==> config.mk <==
export PLATFORM = sky130hd
export DESIGN_NAME = seg7_scan_mux
export DESIGN_NICKNAME = d
export VERILOG_FILES = /design/src/rtl/seg7_scan_mux.sv
export SDC_FILE = /design/constraint.sdc
export NUM_CORES = 1
export LEC_CHECK = 0
export CELL_PAD_IN_SITES_DETAIL_PLACEMENT = 0
export CELL_PAD_IN_SITES_GLOBAL_PLACEMENT = 2
export CORE_MARGIN = 3
export CORE_UTILIZATION = 34
export CTS_BUF_LIST = sky130_fd_sc_hd__clkbuf_4 sky130_fd_sc_hd__clkbuf_8 sky130_fd_sc_hd__clkbuf_16
export DETAILED_ROUTE_END_ITERATION = 10
export PLACE_DENSITY = 0.92
export SLEW_MARGIN = 20
export SYNTH_ARGS = -nofsm -noshare
export SYNTH_HDL_FRONTEND = slang
export SYNTH_SLANG_ARGS = --single-unit
==> constraint.sdc <==
create_clock -name clk -period 5.2 [get_ports clk]
set_input_delay 1.04 -clock clk [delete_from_list [all_inputs] [get_ports clk]]
set_output_delay 1.04 -clock clk [all_outputs]
set_load 0.1 [all_outputs]
==> src/rtl/seg7_scan_mux.sv <==
// rtl/seg7_scan_mux.sv - multiplexed 7-segment scan driver with dead time, blink and frame strobe
// Define SEG7_DIM_EN to add the dim[3:0] PWM brightness input.
module seg7_scan_mux #(
    parameter int NDIG         = 6,
    parameter int SCAN_DIV     = 1000,
    parameter int BLANK_CYC    = 16,
    parameter int BLINK_FRAMES = 64
) (
    input  logic                clk,
    input  logic                reset,
    input  logic                en,
`ifdef SEG7_DIM_EN
    input  logic [3:0]          dim,
`endif
    input  logic [7*NDIG-1:0]   seg_in,
    input  logic [NDIG-1:0]     dp_mask,
    input  logic [NDIG-1:0]     blink_mask,
    output logic [6:0]          seg_out,
    output logic                dp_out,
    output logic [NDIG-1:0]     dig_sel,
    output logic                frame_tick
);

    localparam int IDX_W = (NDIG > 1) ? $clog2(NDIG) : 1;
    localparam int PRE_W = $clog2(SCAN_DIV);
    localparam int BLK_W = (BLINK_FRAMES > 1) ? $clog2(BLINK_FRAMES) : 1;

    localparam logic [PRE_W-1:0] PRE_LAST  = PRE_W'(SCAN_DIV - 1);
    localparam logic [PRE_W-1:0] PRE_BLANK = PRE_W'(BLANK_CYC);
    localparam logic [IDX_W-1:0] IDX_LAST  = IDX_W'(NDIG - 1);
    localparam logic [BLK_W-1:0] BLK_LAST  = BLK_W'(BLINK_FRAMES - 1);

    logic [PRE_W-1:0]  pre_q, pre_d;
    logic [IDX_W-1:0]  idx_q, idx_d;
    logic [BLK_W-1:0]  blink_cnt_q, blink_cnt_d;
    logic              blink_ph_q, blink_ph_d;
    logic              run_q, run_d;
    logic [7*NDIG-1:0] shadow_q, shadow_d;
    logic [NDIG-1:0]   dp_shadow_q, dp_shadow_d;
    logic [6:0]        seg_out_q, seg_out_d;
    logic              dp_out_q, dp_out_d;
    logic [NDIG-1:0]   dig_sel_q, dig_sel_d;
    logic              frame_tick_q, frame_tick_d;
`ifdef SEG7_DIM_EN
    logic [3:0]        pwm_q, pwm_d;
`endif

    logic              slot_end, frame_end, lit;
    logic [6:0]        cur_seg;
    logic              cur_dp, cur_blink;
    logic [NDIG-1:0]   cur_sel;

    always_comb begin
        cur_seg   = 7'h7F;
        cur_dp    = 1'b0;
        cur_blink = 1'b0;
        cur_sel   = '1;
        for (int i = 0; i < NDIG; i++) begin
            if (idx_q == IDX_W'(i)) begin
                cur_seg    = shadow_q[7*(NDIG-i)-1 -: 7];
                cur_dp     = dp_shadow_q[i];
                cur_blink  = blink_mask[i];
                cur_sel[i] = 1'b0;
            end
        end
    end

    always_comb begin
        slot_end     = (pre_q == PRE_LAST);
        frame_end    = slot_end && (idx_q == IDX_LAST);
        pre_d        = '0;
        idx_d        = '0;
        blink_cnt_d  = '0;
        blink_ph_d   = blink_ph_q;
        run_d        = 1'b0;
        shadow_d     = shadow_q;
        dp_shadow_d  = dp_shadow_q;
        seg_out_d    = 7'h7F;
        dp_out_d     = 1'b1;
        dig_sel_d    = '1;
        frame_tick_d = 1'b0;
        lit          = 1'b0;
`ifdef SEG7_DIM_EN
        pwm_d        = pwm_q + 4'd1;
`endif
        if (en) begin
            run_d        = 1'b1;
            pre_d        = slot_end ? '0 : pre_q + 1'b1;
            idx_d        = slot_end ? ((idx_q == IDX_LAST) ? '0 : idx_q + 1'b1) : idx_q;
            blink_cnt_d  = blink_cnt_q;
            frame_tick_d = frame_end;
            // Shadow reloads on scan entry and at each frame wrap so a frame never mixes two times.
            if (!run_q || frame_end) begin
                shadow_d    = seg_in;
                dp_shadow_d = dp_mask;
            end
            if (frame_end) begin
                if (blink_cnt_q == BLK_LAST) begin
                    blink_cnt_d = '0;
                    blink_ph_d  = ~blink_ph_q;
                end else begin
                    blink_cnt_d = blink_cnt_q + 1'b1;
                end
            end
            lit = (pre_q >= PRE_BLANK) && !(blink_ph_q && cur_blink);
`ifdef SEG7_DIM_EN
            lit = lit && (pwm_q < dim);
`endif
            if (lit) begin
                seg_out_d = cur_seg;
                dp_out_d  = ~cur_dp;
                dig_sel_d = cur_sel;
            end
        end
    end

    always_ff @(posedge clk) begin
        if (reset) begin
            pre_q        <= '0;
            idx_q        <= '0;
            blink_cnt_q  <= '0;
            blink_ph_q   <= 1'b0;
            run_q        <= 1'b0;
            shadow_q     <= {NDIG{7'h7F}};
            dp_shadow_q  <= '0;
            seg_out_q    <= 7'h7F;
            dp_out_q     <= 1'b1;
            dig_sel_q    <= '1;
            frame_tick_q <= 1'b0;
`ifdef SEG7_DIM_EN
            pwm_q        <= 4'd0;
`endif
        end else begin
            pre_q        <= pre_d;
            idx_q        <= idx_d;
            blink_cnt_q  <= blink_cnt_d;
            blink_ph_q   <= blink_ph_d;
            run_q        <= run_d;
            shadow_q     <= shadow_d;
            dp_shadow_q  <= dp_shadow_d;
            seg_out_q    <= seg_out_d;
            dp_out_q     <= dp_out_d;
            dig_sel_q    <= dig_sel_d;
            frame_tick_q <= frame_tick_d;
`ifdef SEG7_DIM_EN
            pwm_q        <= pwm_d;
`endif
        end
    end

    assign seg_out    = seg_out_q;
    assign dp_out     = dp_out_q;
    assign dig_sel    = dig_sel_q;
    assign frame_tick = frame_tick_q;

endmodule

==> results of run 1 <==
[final cells by class]
type	count	area, µm²	share of cell area [%]
multi-input cells	297	1940	40.7
flip-flops and latches	84	1680	35.3
inverters	7	26.3	0.552
clock inverters	4	75.1	1.58
repair buffers	74	728	15.3
well taps	136	170	3.58
clock buffers	11	139	2.92
[cells in the mapped netlist, drive strengths merged, types with 2 or more instances]
master  count
nand4       5
o21ai      17
nor2      106
or4         3
ha          4
xor2        5
mux2i      66
clkbuf     18
or3         2
o221ai      8
mux2        2
nor2b       3
a21oi       6
nand2      20
and3        3
nand3       9
nand2b     15
inv         7
buf        11
xnor2       4
nand3b      2
dfxtp      84
[power breakdown]
| part | switching, µW | total [µW] | internal (µW) | leakage, µW |
|---|---|---|---|---|
| logic | 53.9 | 124 | 70.4 | 0.000985 |
| registers | 12.3 | 680 | 668 | 0.000687 |
| clock network | 225 | 503 | 279 | 0.000102 |
| total | 291 | 1310 | 1020 | 0.00177 |
[metrics by stage]
step,power (µW),hold WS (ps)
after floorplan,764,437
after global placement,818,454
after detailed placement,821,465
after CTS,1320,483
after global routing,1360,500
final,1310,475
[worst max path at each step]
| stage | from | endpoint | slack (ps) | cells after the start |
|---|---|---|---|---|
| after CTS | idx_q[0] | seg_out[0] | 2070 | 5 |
| after global placement | blink_mask[5] | seg_out[2] | 1880 | 5 |
| final | idx_q[0] | shadow_q[29] | 2270 | 5 |
| after detailed placement | blink_mask[5] | seg_out[0] | 1810 | 5 |
| after global routing | idx_q[0] | shadow_q[29] | 2040 | 5 |
| after floorplan | idx_q[0] | dig_sel[1] | 2940 | 10 |
[sequential cells by signal, summed over array words and instances (netlist names)]
name	count
blink_cnt_q	6
blink_ph_q	1
dig_sel	6
dp_out	1
dp_shadow_q	6
frame_tick	1
idx_q	3
pre_q	10
run_q	1
seg_out	7
shadow_q	42
[metal layers]
layer / part of all wire, % / global-route usage [%] / routed length, µm
met5: 0 / 0 / 0
met2: 48 / 22.1 / 4090
met1: 47 / 18.2 / 3970
met3: 4.5 / 4.02 / 387
met4: 0.87 / 2.92 / 74
[cell families (layout without fill, tap and decap cells)]
kind of cell,count (synthesis),count (layout)
buffers and inverters,36,96
multiplexers,68,68
adder cells (fa/ha/maj),4,4
flip-flops,84,84
AND/OR/NAND/NOR,174,174
XOR/XNOR,9,9
AO/OA/AOI/OAI,42,42
==> impl_results.md, run 1 <==
- Status: completed
- CP peak stage delay: between 700 and 800 ps
- WL per Instance: approximately 14 µm
- Async set or reset register ratio after synthesis: 0%
- Number of flops mapped to enable cells by yosys: 0
- Initial antenna violation count: 0
- Final Wtd Congestion: 0.758
- Synth warn: 0
- Crit path buf inv count: 1
- Most common cell after layout, fill and taps aside: nor2_1
- Mux cell area share after synthesis: 18.1%
- Yosys top cell by area: dfxtp_1
- Clock sink count: 84
- Hold EP: pre_q[0]
- DP HPWL: a little over 6000 µm
- Via-to-Cell Ratio: 4.90
- Yosys top cell area share: 44.4%
- Die width: 112 µm
- Sequence of cells on the critical path: and3b_1 > nand4_2 > a21boi_4 > buf_4 > mux2i_1
- Syn Inst Count: between 400 and 500
- R2R cell count: 5
- Post-CTS Hold Fix Bufs: 0
- TritonCTS clock tree: done
- Ratio of final minimum period to clock period: 56.3%
- Reg-to-Reg Start: idx_q[0]
- Die Y-Extent: 112 µm
- First DRT Iteration DRCs: 123
- MaxCap Viol Count: 0
- Post-route cell area: 4760 µm²
- Crit-path max FO: 32
- Seq/Total Area, Yosys: 44.4%
- Synth unique cells: 44
- Pre-CTS setup slack: 1810 ps
- DIE AREA: 12,500 µm²
- Final std cells w/o fill: around 600
- Clock latency on the worst-skew pair: 350 ps
- TNS Setup: 0 ps
- Postcts setup bufs: 0
- FMAX: 342 MHz
- Largest family of logic cells by synthesized area: simple AND/OR/NAND/NOR gates
- Worst VDD drop: 0.146 mV
- Synth Area in Compound Gates: 8.52%
- Count of pins over their slew limit: 0
- Syn_area_per_cell: 9.09 µm²
- Crit-path slowest cell: dfxtp_1
- Port-buffer cells: 71
- Fin util: 44.9%
- Seq cells post-synth: 84
- Mapped Nets: 478
- Post-route ant nets: 0
- GR Overflow Total: 0
- Final worst-path setup slack: about 2300 ps
- Layout cells sized above 1: 6.29%
- Worst slew pin tran: 976 ps
- Placed instance area: roughly 4500 µm²
- PwrDens: between 200 and 300 nW/µm²
- Ant. Diodes: 0
- Dpl cells: approximately 600
- Area grow syn2layout: 25.6%
- Critical Path AT: 3200 ps
- Synth Area in Adders: roughly 1.3%
- Clk_skew: 9.34 ps
- CP required: 5470 ps
- Tmin final: around 2900 ps
- Crit start category: flip-flop
- CP delay by family, top: flip-flops
- Post-CTS sizing: 0
- Final Hold Fails: 0
- Clock slew at reported path FFs: roughly 80 ps
- Largest net degree at the start of global routing: approximately 100
- # setup viols final: 0
- I/O pin cnt: 72
- Synth Flop Type: dfxtp_1
- FF-to-FF End: shadow_q[29]
- Cts bufs inserted: 9
- RSZ-0062 raised after global routing: false
- DR pass1 iterations: 4
- Hold_sp: pre_q[0]
- Synth top area cells: dfxtp_1 (44%), mux2i_1 (17%), nor2_1 (10%)
- GR Util All Layers: 13.7%
- CTS max path bufs: 2
- Relative slew margins: roughly a third
- Most frequent cells in the layout: nor2_1 (106), dfxtp_1 (84), clkdlybuf4s50_1 (70), mux2i_1 (66), nand2_1 (20)
- Simple-gate share of the synthesized area: 20.6%
- Worst min path class: flip-flop to flip-flop
- FP Rows: 37
- Fill cells: 1,061
- Post-layout net count: 534
- Number of remaining DRC errors: 0
- Vias in the first global route: 2,943
- Hold path depth: 1
- Core footprint: 10,600 µm²
- Synth Area in XOR/XNOR: 2.08%
- FF-to-FF setup slack: 2270 ps
- Clock root cell: clkbuf_8
- Crit path kind: flip-flop to flip-flop
- Total Routed Length: 8520 µm
- CP Capture Type: flip-flop
- DR vias: 3,001
- Leakage: 0.00177 µW
- Htree depth: 3
- Synth Cell Area: about 3800 µm²
- Initial Utilization: a little over a third
- First-pass GRT wire length: approximately 14,000 µm
(Power assumes the default switching activity.)
==> inputs of run 2 (changes only) <==
CORE_UTILIZATION = 31   (was 34)
PLACE_DENSITY = 0.86   (was 0.92)
clock period = 2.8 ns   (was 5.2 ns; I/O delays follow)
==> impl_results.md, run 2 (synthesized netlist as in run 1, its figures left out) <==
- Status: completed
- Area grow syn2layout: 28.2%
- Sequential Power Share: 45.6% (-6.4 points)
- Clock group share of total power: 46.0% (+7.5 points)
- Initial Utilization: 32.5% (-3.3 points)
- Worst min path class: flip-flop to flip-flop
- Number of remaining DRC errors: 0 (unchanged)
- Routing usage on met2: 20.6% (-1.6 points)
- DIE AREA: 13,600 µm² (+9.1%)
- GRT busiest layer: met2
- Met3 Usage GRT: 2.85% (-1.2 points)
- Power Internal: 2160 µW (+110%)
- Max reg flops: 42 (unchanged)
- MaxCap Viol Count: 0 (unchanged)
- Crit path kind: flip-flop to flip-flop
- Clock slew at reported path FFs: 60 ps (-20 ps)
- Final Wtd Congestion: 0.727 (-4.1%)
- I/O pin cnt: 72 (unchanged)
- First-pass GRT wire length: 14,200 µm (+1.4%)
- First DRT Iteration DRCs: 149 (+21%)
- Switching share of power: 22.1% (-0.19 points)
- Crit-path slowest cell: dfxtp_1
- Crit start category: flip-flop
- Relative slew margins: 40.3% (+5.5 points)
- Post-CTS sizing: 0 (unchanged)
- Most frequent cells in the layout: nor2_1 (106), dfxtp_1 (84), mux2i_1 (66), clkdlybuf4s50_1 (55), nand2_1 (20)
- Ratio of final minimum period to clock period: 78.9% (+23 points)
- Critical Path AT: 2390 ps (-810 ps)
- Final Hold Fails: 0 (unchanged)
- WL per Instance: 13.6 µm (-1.9%)
- Count of pins over their slew limit: 0 (unchanged)
- Initial antenna violation count: 0 (unchanged)
- Pre-CTS setup slack: 542 ps (-1260 ps)
- Tmin final: 2210 ps (-718 ps)
- CP required: 2980 ps (-2490 ps)
- GR Util All Layers: 13.1% (-0.53 points)
- Post-route ant nets: 0 (unchanged)
- FMAX: 453 MHz (+33%)
- GR Overflow Total: 0 (unchanged)
- CP Capture Type: flip-flop
- Clock root cell: clkbuf_16
- Crit path buf inv count: 2 (+1)
- Core footprint: 11,700 µm² (+10%)
- Biggest register: shadow_q
- Via-to-Cell Ratio: 4.84 (-1.2%)
- DR vias: 3,013 (+0.40%)
- Clk_skew: 6.56 ps (-2.77 ps)
- TNS Setup: 0 ps (unchanged)
- CTS max path bufs: 2 (unchanged)
- Leakage: 0.00184 µW (+3.8%)
- DP HPWL: 6030 µm (-1.1%)
- Post-CTS Hold Fix Bufs: 0 (unchanged)
- FP Rows: 39 (+5.4%)
- Die Y-Extent: 117 µm (+4.5%)
- Ant. Diodes: 0 (unchanged)
- Htree depth: 3 (unchanged)
- Port-buffer cells: 71 (unchanged)
- Clock latency on the worst-skew pair: 330 ps (-20 ps)
- Total power: 2770 µW (+110%)
- TritonCTS clock tree: done
- Net Switching: 612 µW (+110%)
- # setup viols final: 0 (unchanged)
- Logic gate share of total power: 8.4% (-1.1 points)
- CP peak stage delay: 450 ps (-290 ps)
- Clock sink count: 84 (unchanged)
- Cts bufs inserted: 9 (unchanged)
- Most common cell after layout, fill and taps aside: nor2_1
- M1 GR Usage: 18.2% (about the same)
- Crit-path max FO: 14 (-56%)
- Postcts setup bufs: 0 (unchanged)
- Final worst-path setup slack: 590 ps (-1680 ps)
- Worst VDD drop: 0.309 mV (+110%)
- Die width: 117 µm (+4.5%)
- Vias in the first global route: 2,988 (+1.5%)
- Layout cells sized above 1: 10.0% (+3.7 points)
- RSZ-0062 raised after global routing: false
- Sequence of cells on the critical path: and2_1 > ha_1 > inv_1 > a221oi_1 > a311oi_2 > buf_4 > o221ai_1
- Worst slew pin tran: 896 ps (-79.6 ps)
- CP delay by family, top: compound AO/OA/AOI/OAI gates
- Post-layout net count: 536 (+0.37%)
- PwrDens: 571 nW/µm² (+110%)
- DR pass1 iterations: 6 (+2)
- Largest net degree at the start of global routing: 98 (unchanged)
- Total Routed Length: 8500 µm (-0.32%)
run 2: changes by cell type in the layout (fill, tap and decap cells not counted), moves of 2 or more:
cell / before / now
buf_4: 3 / 19
inv_6: 0 / 2
clkbuf_8: 9 / 0
clkbuf_4: 2 / 0
clkbuf_16: 0 / 9
clkdlybuf4s50_1: 70 / 55
run 2: layout make-up:
| class | count | area [µm²] |
|---|---|---|
| timing repair buffer | 76 | 718 |
| inverter | 7 | 26.3 |
| multi-input combinational | 297 | 1930 |
| clock inverter | 7 | 98.8 |
| clock buffer | 9 | 225 |
| fill | 1136 | 6810 |
| sequential | 84 | 1680 |
| tap | 143 | 179 |
run 2: path summary, 6_finish.rpt:
check / from / end / slack, ps / cells past startpoint
worst max-delay path: idx_q[1] / seg_out[2] / 590 / 7
worst max register to register: idx_q[1] / seg_out[2] / 590 / 7
worst min register to register: dp_shadow_q[5] / dp_shadow_q[5] / 480 / 2
worst min-delay path: dp_shadow_q[5] / dp_shadow_q[5] / 480 / 2
run 2: power by group through the flow:
stage,Sequential [µW],Clock [µW],Combinational [µW]
3_5_place_dp,1290,0,235
4_1_cts,1260,1310,236
6_report,1260,1280,232
5_1_grt,1270,1360,258
2_1_floorplan,1290,0,133
3_3_place_gp,1290,0,233
run 2: metal layers:
metal	wire length, µm	part of all wire (%)
met1	4160	49
met2	3890	46
met3	337	4.0
met4	111	1.3
met5	0	0
run 2: worst register-to-register path: stages, from the launching register on:
cell      delay [ps]
dfxtp_1          450
and2_1           240
ha_1             240
inv_1            300
a221oi_1         160
a311oi_2         280
buf_4            250
o221ai_1         140
run 2: stage by stage:
stage,std cells,hold slack (ps),utilization (%),area [µm²]
detailed placement,607,464,38.9,4530
CTS,623,478,41.6,4860
global placement,607,450,38.9,4530
floorplan,417,437,-,3790
global route,623,504,41.6,4860
finish,623,479,41.6,4860
==> inputs of run 3 (changes only) <==
CORE_UTILIZATION = 28   (was 31)
PLACE_DENSITY = 0.82   (was 0.86)
clock period = 1.9 ns   (was 2.8 ns; I/O delays follow)
==> impl_results.md, run 3 (synthesized netlist as in run 1, its figures left out) <==
- Total Routed Length: 9010 µm (+6.0%)
- First DRT Iteration DRCs: 168 (+13%)
- Switching share of power: 22.4% (+0.38 points)
- Clock root cell: clkbuf_16
- PwrDens: 782 nW/µm² (+37%)
- Most common cell after layout, fill and taps aside: nor2_1
- Worst min path class: flip-flop to flip-flop
- FP Rows: 41 (+5.1%)
- Largest net degree at the start of global routing: 98 (unchanged)
- TNS Setup: 0 ps (unchanged)
- Sequential Power Share: 46.9% (+1.3 points)
- Ratio of final minimum period to clock period: 93.1% (+14 points)
- Worst VDD drop: 0.379 mV (+23%)
- Clock slew at reported path FFs: 60 ps (about the same)
- Via-to-Cell Ratio: 4.54 (-6.2%)
- GR Overflow Total: 0 (unchanged)
- Logic gate share of total power: 9.5% (+1.1 points)
- Crit path kind: flip-flop to flip-flop
- GR Util All Layers: 12.4% (-0.72 points)
- Fin util: 39.3% (-2.3 points)
- I/O pin cnt: 72 (unchanged)
- TritonCTS clock tree: done
- DIE AREA: 15,000 µm² (+10%)
- Tmin final: 1770 ps (-440 ps)
- Vias in the first global route: 3,124 (+4.6%)
- Crit start category: flip-flop
- Critical Path AT: 1980 ps (-410 ps)
- Post-CTS Hold Fix Bufs: 0 (unchanged)
- DR pass1 iterations: 4 (-2)
- Htree depth: 3 (unchanged)
- FMAX: 565 MHz (+25%)
- Placed instance area: 4710 µm² (+3.9%)
- Number of remaining DRC errors: 0 (unchanged)
- CP required: 2110 ps (-870 ps)
- DR vias: 3,025 (+0.40%)
- Post-route cell area: 5080 µm² (+4.7%)
- Status: completed
- Fill cells: 1,346 (+18%)
- CP peak stage delay: 360 ps (-90 ps)
- Post-route ant nets: 0 (unchanged)
- Initial antenna violation count: 0 (unchanged)
- Crit-path slowest cell: dfxtp_1
- Die Y-Extent: 122 µm (+4.9%)
- Port-buffer cells: 71 (unchanged)
- WL per Instance: 13.5 µm (-0.98%)
- First-pass GRT wire length: 14,900 µm (+4.8%)
- DP HPWL: 6400 µm (+6.2%)
- CP delay by family, top: compound AO/OA/AOI/OAI gates
- Final Wtd Congestion: 0.766 (+5.3%)
- Sequence of cells on the critical path: and2_4 > ha_2 > nor2b_1 > a221oi_1 > a311oi_2 > buf_6 > o221ai_1
- Most frequent cells in the layout: nor2_1 (106), dfxtp_1 (81), mux2i_1 (66), clkdlybuf4s50_1 (55), buf_4 (28)
- Clock group share of total power: 43.6% (-2.4 points)
- Clock sink count: 84 (unchanged)
- # setup viols final: 0 (unchanged)
- CTS max path bufs: 2 (unchanged)
- Ant. Diodes: 0 (unchanged)
- Power Internal: 3080 µW (+43%)
- Post-layout net count: 552 (+3.0%)
- Clk_skew: 7.21 ps (+0.650 ps)
- Core footprint: 12,900 µm² (+11%)
- Leakage: 0.00194 µW (+5.1%)
- Net Switching: 892 µW (+46%)
- Layout cells sized above 1: 13.9% (+3.9 points)
- Final hold slack: 443 ps (-36.5 ps)
- Crit-path max FO: 13 (-1)
- Initial Utilization: 29.3% (-3.2 points)
- Final Hold Fails: 0 (unchanged)
- Max reg flops: 42 (unchanged)
- Die width: 122 µm (+4.9%)
- Clock latency on the worst-skew pair: 330 ps (about the same)
- Area grow syn2layout: 34.2%
- Cts bufs inserted: 9 (unchanged)
- Crit path buf inv count: 1 (-1)
- CP Capture Type: flip-flop
- Count of pins over their slew limit: 0 (unchanged)
- Biggest register: shadow_q
- Worst slew pin tran: 397 ps (-499 ps)
- MaxCap Viol Count: 0 (unchanged)
- Relative slew margins: 73.5% (+33 points)
run 3: cell count changes in the layout (fill, tap and decap cells not counted), moves of 2 or more:
cell,delta
buf_4,+9
buf_12,+4
clkbuf_16,+2
dfxtp_1,-3
dfxtp_2,+3
run 3: cell type report:
cell class | count | area (µm²) | area share (%)
multi-input combinational | 297 | 1930 | 38.0
sequential | 84 | 1690 | 33.1
timing repair buffer | 92 | 927 | 18.2
clock buffer | 10 | 233 | 4.58
tap | 172 | 215 | 4.23
clock inverter | 5 | 62.6 | 1.23
inverter | 7 | 28.8 | 0.566
run 3: layer usage:
layer | part of all wire (%) | vias to the layer above | GRT usage [%]
met1 | 47 | 1383 | 16.3
li1 | - | 1564 | -
met2 | 47 | 68 | 20.7
met5 | 0 | - | 0
met4 | 0.81 | 0 | 2.31
met3 | 5.5 | 10 | 3.32
run 3: worst paths after layout:
check                 from    endpoint  slack (ps)  depth (start not counted)
setup / recovery  idx_q[1]  seg_out[1]         130                          7
hold / removal    pre_q[0]    pre_q[0]         440                          1
setup reg to reg  idx_q[1]  seg_out[1]         130                          7
hold reg to reg   pre_q[0]    pre_q[0]         440                          1
run 3: metrics by stage:
step / std cells / total power, µW / worst slack [ps]
2_1_floorplan: 417 / 2090 / 2.54
3_3_place_gp: 649 / 2260 / -143
3_5_place_dp: 649 / 2260 / -160
4_1_cts: 664 / 4000 / 54.6
5_1_grt: 667 / 4140 / -9.40
6_report: 667 / 3980 / 130
run 3: power groups by stage:
stage / registers (µW) / clock network, µW / logic (µW)
after floorplan: 1890 / 0 / 196
after global placement: 1900 / 0 / 357
after detailed placement: 1900 / 0 / 361
after CTS: 1860 / 1780 / 363
after global routing: 1870 / 1850 / 416
final: 1860 / 1730 / 378
run 3: what timing repair did:
item	CTS	global route
endpoints found under the setup margin	0	45
buffers inserted	0	1
resized for setup	0	5
hold endpoints to repair	0	0
==> RTL change 1, RTL diff (config.mk and constraints of run 2) <==
Make the reset (`reset`) asynchronous in one clocked block.
--- a/src/rtl/seg7_scan_mux.sv
+++ b/src/rtl/seg7_scan_mux.sv
@@ -114,7 +114,7 @@
         end
     end
 
-    always_ff @(posedge clk) begin
+    always_ff @(posedge clk or posedge reset) begin
         if (reset) begin
             pre_q        <= '0;
             idx_q        <= '0;
Check against the original RTL: no difference found for any inputs over 10 cycles, from zero or initial values and one cycle with reset high; that may be too few to reach the edited logic, so the function may still have changed.
==> RTL change 1 against run 2 <==
  * Setup slack worse by 0.13 ns
  * Sequential cell count unchanged
  * Total power up 7.3%
  * Synthesized area up 5.0%
  * Wire length up 6.3%
  * Combinational power up 43%
  * Final area up 7.1%
  * Largest power group is now registers
  * Final cell count down 6.9%
==> RTL change 1: results (changes against run 2) <==
GLOBAL ROUTING
---------------------------------------------------------------------------------
GR Layer Usage met1 ................................................        18.7%   +0.56 points
Met3 Use GR ........................................................        2.85%   about the same
Via count of the first global-routing pass .........................         2868   -4.0%
Maximum number of pins on one net before global-route repair .......           47   -52%

YOSYS
---------------------------------------------------------------------------------
Top post-synthesis cells by count .................................. sky130_fd_sc_hd__dfstp_2 (56), sky130_fd_sc_hd__mux2_2 (30), sky130_fd_sc_hd__dfrtp_1 (28), sky130_fd_sc_hd__nand2_1 (26), sky130_fd_sc_hd__nor2_1 (25)
Dominant cells by area after synthesis ............................. sky130_fd_sc_hd__dfstp_2 (37%), sky130_fd_sc_hd__dfrtp_1 (18%), sky130_fd_sc_hd__mux2_2 (8.5%)
Top_reg_cell synth ................................................. sky130_fd_sc_hd__dfstp_2
Average footprint of a synthesized cell ............................     12.0 µm²   +32%
Sequential fraction of the synthesis area ..........................        54.6%   +10 points
Post-synth net total ...............................................          392   -18%
Fraction of synthesis flops using an asynchronous set or reset pin .         100%   +100 points
Number of different library cells in the post-synthesis netlist ....           43   -2.3%

PLACEMENT
---------------------------------------------------------------------------------
Placed cells .......................................................          564   -7.1%
Placed instance area ...............................................     4900 µm²   +8.0%
Setup Slack @ Placement ............................................     0.457 ns   -0.0847 ns
Final weighted congestion in routability-driven placement ..........        0.774   +6.4%

STA
---------------------------------------------------------------------------------
Largest clock skew in the final design .............................   0.00755 ns   +0.000990 ns
Max frequency ......................................................      428 MHz   -5.4%
Post-Route Hold Slack ..............................................     0.478 ns   -0.00182 ns
Relative slew slack ................................................        58.2%   +18 points

POWER
---------------------------------------------------------------------------------
Sequential share of power ..........................................        48.7%   +3.1 points
Static leakage .....................................................   0.00211 µW   +15%
Combinational cell power ...........................................       332 µW   +43%
Cell Int Power .....................................................      2320 µW   +7.1%
Power after layout .................................................      2980 µW   +7.3%
Peak supply drop ...................................................   0.000322 V   +4.5%

WORST SETUP PATH
---------------------------------------------------------------------------------
Slowest cell on the critical path .................................. sky130_fd_sc_hd__or4_1
Largest stage delay on the critical path ...........................      0.57 ns   +0.12 ns
Worst flop-to-flop path endpoint ................................... dp_shadow_q[2]
CP delay by family, top ............................................ simple AND/OR/NAND/NOR gates
FF-to-FF path depth ................................................            6   -1
Top fanout value on the critical path ..............................           46   +32
Beginning of the critical path .....................................     pre_q[0]
R2R Setup Slk ......................................................      0.47 ns   -0.13 ns

DETAILED ROUTING
---------------------------------------------------------------------------------
Per-cell routed wire length ........................................      15.6 µm   +14%
Total detailed-routing wirelength ..................................      9.03 mm   +6.3%
Iteration-0 DRC Markers ............................................          184   +23%
Met1 WL ............................................................      4.38 mm   +5.4%
Total met2 wirelength after detailed routing .......................      4.27 mm   +9.8%
Met3 routed wirelength .............................................       292 µm   -13%

STATUS
---------------------------------------------------------------------------------
Outcome ............................................................ complete, no violations

HOLD PATH
---------------------------------------------------------------------------------
Hold Crit Endpoint .................................................   blink_ph_q
Instance count along the most critical hold path ...................            1   -1

## RTL change 1: changes by cell type in the layout (fill, tap and decap cells not counted), sizes merged, moves of 8 or more
cell           run 2  this run
nor2             106        25
o211ai             1        12
dfxtp             84         0
dfrtp              0        28
mux2i             66         4
buf               21        29
mux2               2        50
dfstp              0        56
## RTL change 1: cells by family (layout without fill, tap and decap cells)
family / count (synthesis) / after routing / share of synthesized area, %
AND/OR/NAND/NOR: 106 / 106 / 13.6
flip-flops: 84 / 84 / 54.6
multiplexers: 54 / 54 / 17.0
AO/OA/AOI/OAI: 43 / 43 / 7.67
buffers and inverters: 29 / 110 / 3.43
XOR/XNOR: 11 / 11 / 2.42
adder cells (fa/ha/maj): 4 / 4 / 1.26
## RTL change 1: cell type report
type | instances | area [µm²]
fill | 1168 | 7060
sequential | 84 | 2170
multi-input combinational | 218 | 1680
timing repair buffer | 85 | 803
clock buffer | 10 | 233
tap | 168 | 210
clock inverter | 6 | 72.6
inverter | 9 | 35.0
==> RTL change 2, RTL diff (settings of run 2) <==
Without the edit above. `SCAN_DIV`: 1000 -> 500.
--- a/src/rtl/seg7_scan_mux.sv
+++ b/src/rtl/seg7_scan_mux.sv
@@ -2,7 +2,7 @@
 // Define SEG7_DIM_EN to add the dim[3:0] PWM brightness input.
 module seg7_scan_mux #(
     parameter int NDIG         = 6,
-    parameter int SCAN_DIV     = 1000,
+    parameter int SCAN_DIV     = 500,
     parameter int BLANK_CYC    = 16,
     parameter int BLINK_FRAMES = 64
 ) (
Behaviour: same outputs for any inputs over 10 cycles, from zero or initial values and one cycle with reset high; that may be too few to reach the edited logic, so the function may still have changed.
==> RTL change 2 against run 2 <==
  * Sequential cell count down 1
  * Synthesized area down 6.2%
  * Critical path depth unchanged
  * Maximum frequency up 7.7%
  * Non-clock buffer count up 8
  * Wire length up 2.4%
  * Setup slack better by 0.16 ns
  * Final area down 2.6%
  * Total power up 2.3%
  * Largest power group unchanged
==> RTL change 2: results (changes against run 2) <==
STATUS
------------------------------------------------------------------------------
Outcome ......................................................... complete, no violations

STA
------------------------------------------------------------------------------
Slew at the pin with the worst max-slew slack ...................     0.880 ns   -0.0161 ns
Largest clock skew in the final design ..........................   0.00641 ns   -0.000156 ns

YOSYS
------------------------------------------------------------------------------
Synthesized-area fraction occupied by xor and xnor cells ........        2.46%   +0.38 points
Top post-synthesis cells by count ............................... sky130_fd_sc_hd__dfxtp_1 (83), sky130_fd_sc_hd__nor2_1 (66), sky130_fd_sc_hd__a21oi_1 (58), sky130_fd_sc_hd__nor3_1 (44), sky130_fd_sc_hd__mux2i_1 (22)
Sequential fraction of the synthesis area .......................        46.8%   +2.4 points
Area share of fa/ha/maj cells after synthesis ...................        1.41%   +0.088 points
Compound-cell area share of the yosys netlist ...................        14.3%   +5.8 points
Post-synth net total ............................................          480   +0.42%
Dominant cells by area after synthesis .......................... sky130_fd_sc_hd__dfxtp_1 (47%), sky130_fd_sc_hd__a21oi_1 (8.2%), sky130_fd_sc_hd__nor2_1 (7.0%)
Number of different library cells in the post-synthesis netlist .           39   -11%
Post-synthesis mux area share ...................................        6.83%   -11 points

WORST SETUP PATH
------------------------------------------------------------------------------
Largest stage delay on the critical path ........................      0.37 ns   -0.08 ns
Beginning of the critical path ..................................     pre_q[0]
FF-to-FF path depth .............................................            7   unchanged
Top fanout value on the critical path ...........................           39   +25
Worst flop-to-flop path endpoint ................................ shadow_q[29]
CP delay by family, top ......................................... simple AND/OR/NAND/NOR gates
Arrival time of the worst setup path ............................      2.26 ns   -0.13 ns

GLOBAL ROUTING
------------------------------------------------------------------------------
First-pass GRT wire length ......................................      14.3 mm   +0.30%
Maximum number of pins on one net before global-route repair ....           92   -6.1%
Overall Global Routing Usage ....................................        13.8%   +0.68 points
Via count of the first global-routing pass ......................         2963   -0.84%

FINAL LAYOUT
------------------------------------------------------------------------------
Number of filler instances in the final layout ..................         1149   +1.1%
Proportion of layout cells with a drive suffix above 1 ..........        10.5%   +0.52 points
Final nets ......................................................          541   +0.93%

PLACEMENT
------------------------------------------------------------------------------
Final weighted congestion in routability-driven placement .......        0.746   +2.5%
Setup Slack @ Placement .........................................     0.484 ns   -0.0578 ns
Hpwl dp .........................................................      6.14 mm   +1.9%
Placed instance area ............................................     4380 µm²   -3.4%

POWER
------------------------------------------------------------------------------
Static leakage ..................................................   0.00175 µW   -5.1%
Peak supply drop ................................................   0.000301 V   -2.4%

HOLD PATH
------------------------------------------------------------------------------
Hold Crit Endpoint .............................................. blink_cnt_q[1]
Launch instance of the worst min-delay path ..................... blink_cnt_q[1]

CLOCK NETWORK
------------------------------------------------------------------------------
Buffer type at the clock tree root .............................. sky130_fd_sc_hd__clkbuf_16
Total CTS buffers ...............................................            9   unchanged
Max Root-Sink Buffers ...........................................            2   unchanged

DETAILED ROUTING
------------------------------------------------------------------------------
Total detailed-routing wirelength ...............................      8.70 mm   +2.4%
First-pass iteration count of the detailed router ...............            4   -2
Iteration-0 DRC Markers .........................................          140   -6.0%
Via density per instance ........................................         4.87   +0.67%

-- RTL change 2: cell types whose count changed after synthesis, moves of 5 or more --
cell,change
sky130_fd_sc_hd__mux2i_1,-44
sky130_fd_sc_hd__o211ai_1,+8
sky130_fd_sc_hd__nand2_1,-7
sky130_fd_sc_hd__nand2b_1,-12
sky130_fd_sc_hd__nor2_1,-40
sky130_fd_sc_hd__a21oi_1,+52
sky130_fd_sc_hd__and2_1,+6
sky130_fd_sc_hd__buf_2,+6
sky130_fd_sc_hd__o221ai_2,-5
sky130_fd_sc_hd__o21ai_0,-10
sky130_fd_sc_hd__nor3_1,+43
sky130_fd_sc_hd__buf_6,-5
sky130_fd_sc_hd__inv_1,+8
-- RTL change 2: power breakdown --
group / switching [µW] / internal (µW) / leakage, µW
Combinational: 100 / 121 / 0.000902
Sequential: 22.8 / 1230 / 0.000679
Clock: 490 / 879 / 0.000167
-- RTL change 2: layer usage --
| layer | GRT usage [%] | share of wire, % | vias up |
|---|---|---|---|
| li1 | - | - | 1579 |
| met1 | 17.4 | 45 | 1400 |
| met2 | 23.9 | 50 | 59 |
| met3 | 2.57 | 4.5 | 5 |
| met4 | 4.33 | 0.72 | 0 |
| met5 | 0 | 0 | - |
-- RTL change 2: stage by stage --
step           cells  hold WS (ns)
2_1_floorplan    419         0.426
3_3_place_gp     609         0.433
3_5_place_dp     609         0.466
4_1_cts          625         0.475
5_1_grt          625         0.503
6_report         625         0.472
-- RTL change 2: layout make-up --
cell class	instances	area, µm²	area share (%)
Sequential cell	83	1660	35.1
Inverter	15	56.3	1.19
Clock buffer	9	225	4.76
Timing Repair Buffer	84	791	16.7
Clock inverter	7	124	2.62
Tap cell	140	175	3.70
Multi-Input combinational cell	287	1700	35.9
